--- config.mk ---
export PLATFORM = sky130hd
export DESIGN_NAME = case1_sel_mux
export DESIGN_NICKNAME = d
export VERILOG_FILES = /design/src/rtl/case1_pkg.sv /design/src/rtl/case1_sel_mux.sv
export SDC_FILE = /design/constraint.sdc
export NUM_CORES = 1
export LEC_CHECK = 0
export CAP_MARGIN = 20
export CORE_AREA = 3 3 40 42
export CTS_BUF_LIST = sky130_fd_sc_hd__clkbuf_8
export CTS_CLUSTER_SIZE = 30
export DETAILED_ROUTE_END_ITERATION = 8
export DIE_AREA = 0 0 43 45
export PLACE_DENSITY_LB_ADDON = 0.25
export REMOVE_ABC_BUFFERS = 1
export SYNTH_ARGS = -nofsm -noshare
export SYNTH_HDL_FRONTEND = slang
export SYNTH_SLANG_ARGS = --single-unit
--- constraint.sdc ---
create_clock -name clk -period 1.1 [get_ports clk]
set_input_delay 0.11 -clock clk [delete_from_list [all_inputs] [get_ports clk]]
set_output_delay 0.11 -clock clk [all_outputs]
set_load 0.05 [all_outputs]
--- src/rtl/case1_pkg.sv ---
// Shared definitions for the six-source select multiplexer.
//   SEL_W  : select code width
//   N_SRC  : number of legal data sources (codes 0..N_SRC-1)
//   DATA_W : default data width
//   sel_e  : names for the legal select codes
package case1_pkg;

  localparam int unsigned SEL_W  = 3;
  localparam int unsigned N_SRC  = 6;
  localparam int unsigned DATA_W = 4;

  typedef enum logic [SEL_W-1:0] {
    SEL_D0 = 3'd0,
    SEL_D1 = 3'd1,
    SEL_D2 = 3'd2,
    SEL_D3 = 3'd3,
    SEL_D4 = 3'd4,
    SEL_D5 = 3'd5
  } sel_e;

endpackage

--- src/rtl/case1_sel_mux.sv ---
// Six-input, WIDTH-bit select multiplexer with a registered copy of the result.
//   clk      : rising-edge clock
//   rst      : asynchronous active-high reset (clears out_q only)
//   sel      : select code, 0..5 legal, 6..7 illegal
//   data0..5 : data sources
//   out      : combinational selection (DEF_VAL for illegal/unknown sel)
//   out_q    : out registered on clk
//   sel_err  : combinational, high when sel is 6 or 7
module case1_sel_mux
  import case1_pkg::*;
#(
  parameter int unsigned      WIDTH   = DATA_W,
  parameter logic [WIDTH-1:0] DEF_VAL = '0
) (
  input  logic             clk,
  input  logic             rst,
  input  logic [SEL_W-1:0] sel,
  input  logic [WIDTH-1:0] data0,
  input  logic [WIDTH-1:0] data1,
  input  logic [WIDTH-1:0] data2,
  input  logic [WIDTH-1:0] data3,
  input  logic [WIDTH-1:0] data4,
  input  logic [WIDTH-1:0] data5,
  output logic [WIDTH-1:0] out,
  output logic [WIDTH-1:0] out_q,
  output logic             sel_err
);

  // An X/Z select matches no item and falls to the default, so unknowns
  // never reach out or the register.
  always_comb begin
    out = DEF_VAL;
    case (sel)
      SEL_D0:  out = data0;
      SEL_D1:  out = data1;
      SEL_D2:  out = data2;
      SEL_D3:  out = data3;
      SEL_D4:  out = data4;
      SEL_D5:  out = data5;
      default: out = DEF_VAL;
    endcase
    sel_err = (sel > SEL_W'(N_SRC - 1));
  end

  always_ff @(posedge clk or posedge rst) begin
    if (rst) out_q <= '0;
    else     out_q <= out;
  end

endmodule

Word-level counts from Yosys, hierarchy flattened
Cells that the tools add are included.
{"block": "op_classes", "n_mux": 1, "eq_ne": 5, "bitwise_logic": 0, "shifts": 0, "add_sub_neg": 0, "n_reduce_logical": 1, "div": 0, "order_cmp": 1, "multipliers": 0}
{"operator": "case mux 4 bit (6 select lines)", "count": 1}
{"operator": "equality test 3 x 2 -> 1 bit (second input constant)", "count": 2}
{"operator": "equality test 3 bit (second input constant)", "count": 2}
{"operator": "equality test 3 x 1 -> 1 bit (second input constant)", "count": 1}
{"operator": "greater-than comparator 3 bit (second input constant)", "count": 1}
{"operator": "zero test 3 bit", "count": 1}
{"block": "word_totals", "register_bits": 4, "ramBits": 0, "latchBits": 0, "memories": 0, "rom_bits": 0, "output_inout_bits": 9, "word_cells": 9}

Depth between registers and ports, before layout
Gate-level depths: netlist of the first run.
{"block": "logic_depth", "depth_word": 2, "ltp_mapped": 4, "depth_no_buf": 3}

Worst setup path before layout of the first run
Ideal clock, no wire load.
{"block": "synth_path", "path_kind": "input port to flip-flop", "from": "input sel[2]", "to": "register out_q[2]", "arrival_ns": 1.305, "slack_ns": -0.426, "cell_stages": 3, "n_path_buf": 1, "cell_sequence": "buf_4 -> nand2b_1 -> o221ai_1"}
{"block": "synth_between", "elab_chain_len": 2, "elab_cells_between_ends": 7, "cone_classes": "eq/ne: 5; mux: 1; reduce/logical: 1"}
{"element": "start, declared", "line_no": "case1_sel_mux.sv:17", "rtl": "input logic [SEL_W-1:0] sel,"}
{"element": "equality test 3 bit (tied with other cells)", "line_no": "case1_sel_mux.sv:33", "rtl": "case (sel)"}
{"element": "case mux 4 bit (6 select lines) (*)", "line_no": "case1_sel_mux.sv:33"}
{"element": "named net out[2]", "line_no": "case1_sel_mux.sv:24", "rtl": "output logic [WIDTH-1:0] out,"}
{"element": "end signal, assigned", "line_no": "case1_sel_mux.sv:47", "rtl": "else out_q <= out;"}
{"element": "end, declared", "line_no": "case1_sel_mux.sv:25", "rtl": "output logic [WIDTH-1:0] out_q,"}
Mark *: on every way through the listed nets, which the timed path passes. The rest lies on a longest branch.

Final worst setup path of the first run
{"block": "layout_path", "from": "input data2[3]", "to": "output out[3]"}
{"block": "layout_between", "elab_chain_len": 1}
{"element": "start, declared", "line_no": "case1_sel_mux.sv:20", "rtl": "input logic [WIDTH-1:0] data2,"}
{"element": "case mux 4 bit (6 select lines)", "line_no": "case1_sel_mux.sv:33"}
{"element": "end, declared", "line_no": "case1_sel_mux.sv:24"}
No other way between the ends.

==> impl_results.md, run 1 <==
- Leak Pwr: 0.000450 uW
- Register area share after synthesis: 28.5%
- Hold WC Path Type: input port to async pin
- Grt total ovfl: 0
- Number of synthesis warnings: 0
- Worst Path Max Fanout: 2
- Drt drc: 0
- CP Launch Type: input port
- Worst path cell trace: clkdlybuf4s15_1, nand3b_1, a21oi_2, or3_4, buf_12
- Slowest CP cell: or3_4
- RSZ-0062 raised after global routing: yes
- First-pass GRT wire length: 2350 um
- Clock tree buffer depth: 2
- Synthesized area per cell: 9.77 sq um
- Final setup TNS: -58.2 ps
- Root Buffer: clkbuf_8
- ANT cells: 0
- Cells after DPL: 90
- Biggest regs: out_q x4
- Drt initial violations: 5
- Multi-input gate area: roughly 320 sq um
- Worst hold slack: 81.4 ps
- EDFF count, synth: 0
- GRT Overall Usage: 16.8%
- Cell taking the most area after synthesis: dfrtp_1
- Async SR Flop Fraction: 100%
- Register area: 100 sq um
- Vias per cell: slightly below 5
- Htree depth: 1
- Synth top area cells: dfrtp_1 (28%), mux2i_1 (28%), o32a_2 (6.4%)
- 1st-pass router iterations: 2
- Worst-margin pin slew: 267 ps
- Setup-failing EPs final: 1
- Final worst setup slack: -58.2 ps
- Reg with most FFs: out_q
- PortBufs: 37
- Final non-filler cell total: 96
- Final HPWL DP: between 1000 and 1500 um
- Nets: 112
- Synth cell count leaders: mux2i_1 (10), dfrtp_1 (4), nand2b_1 (3)
- Crit end category: output pin
- Worst Path Arrival: 1050 ps
- Crit path time final: 1160 ps
- Violated checks: negative setup slack
- Die Width: 43 um
- CP Class: input port to output pin
- Post-DP Area: 842 sq um
- Layout fillers: 90
- Distinct cells, synth: 16
- PD cells: 1010 nW/um^2
- # IOs: 38
- Max-cap violations: 0
- DR vias: 476
- Full die area: between 1500 and 2000 sq um
- Num CTS Buffers: 3
- Initial antenna violation count: 0
- Die Span Y: 45 um
- Max FFs per register: 4
- Cells after Synth: 36
- Slew Viols, Final: 0
- Largest net degree at the start of global routing: 9
- Worst Setup Slack post-DPL: -611 ps
- CORE AREA: between 1000 and 1500 sq um
- Max stage delay on crit path: 410 ps
- Final instance area: between 900 and 1000 sq um
- Share of the synthesized area in the top cell type: 28.5%
- Clk pin slew, worst setup/hold paths: 30 ps
- GPL Wtd Cong: 0.705
- Fraction of layout cells with a size suffix above 1: roughly half
- Post-Syn Area: between 300 and 400 sq um
- Initial core utilization: 27.4%
- Sink Count: 4
- CP Data Required Time: 990 ps
- FF+latch count, synth: 4
- Vias in the first global route: 535
- Routed WL per cell: 16.6 um
- Most frequent cell after synthesis: mux2i_1
- Main synth FF type: dfrtp_1
- Detail Route Antenna Nets: 0
- Fin. Hold Viols: 0
- Fmax: about 0.86 GHz
- VDD IR max: 0.392 mV
- Area Overhead vs Synth: 181%
- Status: finished with violations
- Final WL: 1590 um
- Tcrit/Tclk final: 105%
- Relative slew slack: 82.2%
- CTS tree: built
- Row cnt: 13
## cell type report
class                   count  area share (%)
clock buffers               3            4.17
inverters                   1           0.379
multi-input cells          28            32.4
flip-flops and latches      4            10.1
well taps                  15            1.90
repair buffers             45            51.1
## metrics by stage
stage                     utilization [%]  power [uW]
after floorplan                         -         346
after CTS                            73.6         986
after detailed placement             65.5         641
after global placement               65.5         634
after global routing                 77.0        1050
final                                77.0        1000
## per-layer routing
layer	vias to the layer above	routed length (um)	GRT usage, %
met2	19	897	29.3
met3	10	63	3.98
met4	0	87	13.3
met1	222	544	17.1
li1	225	-	-
met5	-	0	0
## critical path: cells and delay by family
kind	cells	cell delay, ps
buf+inv	2	350
simple gates	2	530
compound gates	1	60
## layout by cell type (no fill, tap or decap)
master / count
buf_2: 5
nand2b_1: 1
o21ai_4: 2
a21oi_2: 2
clkbuf_8: 3
or3b_1: 1
clkdlybuf4s15_1: 7
or3_1: 1
nand3_2: 1
buf_4: 6
dlygate4sd2_1: 10
and2_1: 1
buf_12: 9
or3_4: 1
nand2b_4: 1
mux2i_4: 1
mux2i_2: 2
nand3b_1: 2
dfrtp_1: 4
o221ai_2: 1
inv_1: 1
buf_6: 2
buf_8: 3
nand2b_2: 1
mux2i_1: 7
clkdlybuf4s50_1: 3
o32a_4: 2
nor2_1: 1
## where the power goes
part	internal, uW	switching [uW]	leakage [uW]
Clock	234	78.9	0.0000216
Sequential	164	12.7	0.0000501
Combinational	280	236	0.000378
Total	677	327	0.000450
## cells by family after synthesis
kind of cell / Yosys count / share of synthesized area, %
multiplexers: 10 / 28.5
flip-flops: 4 / 28.5
AND/OR/NAND/NOR: 11 / 19.9
AO/OA/AOI/OAI: 7 / 14.6
buffers and inverters: 4 / 8.54
## final timing paths
kind,startpoint,endpoint,slack (ps),cells past startpoint
max,data2[3],out[3],-60,5
min,rst,out_q[1],80,2
max in group asynchronous,rst,out_q[2],870,2
min in group clk,data5[3],out_q[3],330,4
## repair_timing
action / 4_1_cts / 5_1_grt
setup endpoints to repair: 9 / 4
hold buffers: 0 / 0
buffers inserted: 2 / 1
pin swaps: 10 / 6
resized for setup: 70 / 9
No activity file was read; power rests on OpenSTA's default activity.
==> run 2, diff against run 1 <==
SKIP_LAST_GASP = 1   (was not set)
==> run 2 against run 1 <==
Net effect: the flow still finishes with violations (negative setup slack); combinational power hardly changed; critical path depth unchanged; fmax grew 4.3%; first-iteration DRC count decreased by 20%; worst hold slack better by 1.7 ps; design area grew 0.38%; setup slack improved by 47 ps; sequential cell count unchanged; critical path type unchanged; largest cell class unchanged; largest power group unchanged.
==> impl_results.md, run 2 (same netlist as run 1, synthesis figures left out) <==
- Num CTS Buffers: 3 (unchanged)
- Initial antenna violation count: 0 (unchanged)
- CP Launch Type: input port (unchanged)
- Tot Pwr: 1000 uW (about the same)
- GRT Overall Usage: 16.7% (was 16.8%)
- Drt initial violations: 4 (was 5)
- Finished Core Util: 77.3% (was 77.0%)
- RSZ-0062 raised after global routing: yes (unchanged)
- Area Overhead vs Synth: 183% (was 181%)
- Worst-margin pin slew: 222 ps (was 267 ps)
- P_int: 678 uW (was 677 uW)
- GPL Wtd Cong: 0.705 (unchanged)
- Htree depth: 1 (unchanged)
- Fin. Hold Viols: 0 (unchanged)
- Crit end category: output pin (unchanged)
- Power share of the combinational group: 51.3% (about the same)
- Relative slew slack: 84.8% (was 82.2%)
- Cells after DPL: 90 (unchanged)
- Crit path time final: 1110 ps (was 1160 ps)
- Hold WC Path Type: input port to async pin (unchanged)
- Worst Setup Slack post-DPL: -611 ps (unchanged)
- Row cnt: 13 (unchanged)
- Sequential Power Share: 17.5% (about the same)
- Final worst setup slack: -10.9 ps (was -58.2 ps)
- Commonest cells after routing, fill and taps aside: dlygate4sd2_1 (11), buf_12 (9), mux2i_1 (7), clkdlybuf4s15_1 (7), buf_4 (6) (was dlygate4sd2_1 (10), buf_12 (9), mux2i_1 (7), clkdlybuf4s15_1 (7), buf_4 (6))
- Final instance area: 993 sq um (was 990 sq um)
- Max-cap violations: 0 (unchanged)
- Final non-filler cell total: 96 (unchanged)
- Largest net degree at the start of global routing: 9 (unchanged)
- P_sw: 327 uW (about the same)
- Violated checks: negative setup slack (unchanged)
- Layout fillers: 91 (was 90)
- Max FFs per register: 4 (unchanged)
- Clk pin slew, worst setup/hold paths: 30 ps (about the same)
- Status: finished with violations (unchanged)
- Setup-failing EPs final: 1 (unchanged)
- Fmax: 0.900 GHz (was 0.863 GHz)
- Reg with most FFs: out_q (unchanged)
- Max stage delay on crit path: 400 ps (was 410 ps)
- CTS Hold Bufs: 0 (unchanged)
- CORE AREA: 1280 sq um (unchanged)
- PD cells: 1010 nW/um^2 (about the same)
- Clock tree buffer depth: 2 (unchanged)
- Drt drc: 0 (unchanged)
- Worst path cell trace: clkdlybuf4s15_1, nand3b_1, a21oi_2, or3_4, buf_12 (unchanged)
- Clock power share: 31.2% (was 31.1%)
- Final WL: 1560 um (was 1590 um)
- # IOs: 38 (unchanged)
- Biggest regs: out_q x4 (unchanged)
- Die Width: 43 um (unchanged)
- CP Data Required Time: 990 ps (about the same)
- Most common cell after layout, fill and taps aside: dlygate4sd2_1 (unchanged)
- Worst Path Max Fanout: 2 (unchanged)
- Fraction of layout cells with a size suffix above 1: 50.6% (was 51.9%)
- Vias in the first global route: 532 (was 535)
- Leak Pwr: 0.000451 uW (was 0.000450 uW)
- Routed WL per cell: 16.2 um (was 16.6 um)
- Slew Viols, Final: 0 (unchanged)
- DR vias: 471 (was 476)
- VDD IR max: 0.399 mV (was 0.392 mV)
- CTS tree: built (unchanged)
- Detail Route Antenna Nets: 0 (unchanged)
- Final HPWL DP: 1130 um (unchanged)
- First-pass GRT wire length: 2330 um (was 2350 um)
- Vias per cell: 4.91 (was 4.96)
- Grt total ovfl: 0 (unchanged)
- Full die area: 1940 sq um (unchanged)
- 1st-pass router iterations: 2 (unchanged)
- Slowest CP cell: or3_4 (unchanged)
- CP Class: input port to output pin (unchanged)
- Sw Ratio: 32.5% (was 32.6%)
- Root Buffer: clkbuf_8 (unchanged)
- Die Span Y: 45 um (unchanged)
- ANT cells: 0 (unchanged)
- Sink Count: 4 (unchanged)
- PortBufs: 37 (unchanged)
- Initial core utilization: 27.4% (unchanged)
- Worst Path Arrival: 1000 ps (was 1050 ps)
- Post-DP Area: 842 sq um (unchanged)
- Nets: 112 (unchanged)
- Tcrit/Tclk final: 101% (was 105%)
-- run 2: cell types whose count changed in the layout (fill, tap and decap cells not counted) --
| cell | before | now |
|---|---|---|
| buf_2 | 5 | 4 |
| dlygate4sd2_1 | 10 | 11 |
-- run 2: worst max-delay path by stage --
stage | start | end | slack, ps | cells after the start
finish | data1[3] | out[3] | -10 | 5
global route | data2[3] | out[3] | -40 | 5
floorplan | sel[2] | out_q[2] | -260 | 2
global placement | sel[0] | out[1] | -580 | 5
detailed placement | sel[0] | out[1] | -610 | 5
CTS | sel[0] | out[3] | -20 | 5
-- run 2: metal layers --
layer / vias up / wire, um / track usage [%]
met3: 8 / 58 / 3.98
met2: 17 / 885 / 29.3
met1: 223 / 547 / 16.9
met5: - / 0 / 0
li1: 223 / - / -
met4: 0 / 63 / 13.3
-- run 2: cell type report --
class	count	area, sq um	area share [%]
repair buffers	45	509	51.3
multi-input cells	28	320	32.2
flip-flops and latches	4	100	10.1
clock buffers	3	41.3	4.16
well taps	15	18.8	1.89
inverters	1	3.75	0.378
-- run 2: repair_timing --
item                       in CTS  in global routing
setup endpoints to repair       9                  4
pin swaps                      10                  6
hold endpoints to repair        0                  0
buffers inserted                2                  1
resized for setup              68                  9
-- run 2: through the flow --
step,TNS (ps),hold WS [ps]
3_5_place_dp,-4430,310
6_report,-10.9,83.0
3_3_place_gp,-4270,304
5_1_grt,-129,97.8
2_1_floorplan,-779,-124
4_1_cts,-45.2,86.9
-- run 2: critical path: cells and delay by family --
kind / cells / cell delay (ps)
AO/OA/AOI/OAI: 1 / 60
AND/OR/NAND/NOR: 2 / 500
buffers and inverters: 2 / 320
-- run 2: power groups by stage --
stage / Sequential, uW / Combinational (uW) / Clock (uW)
after floorplan: 224 / 121 / 0
after global placement: 178 / 457 / 0
after detailed placement: 178 / 463 / 0
after CTS: 177 / 491 / 319
after global routing: 178 / 535 / 332
final: 176 / 515 / 313
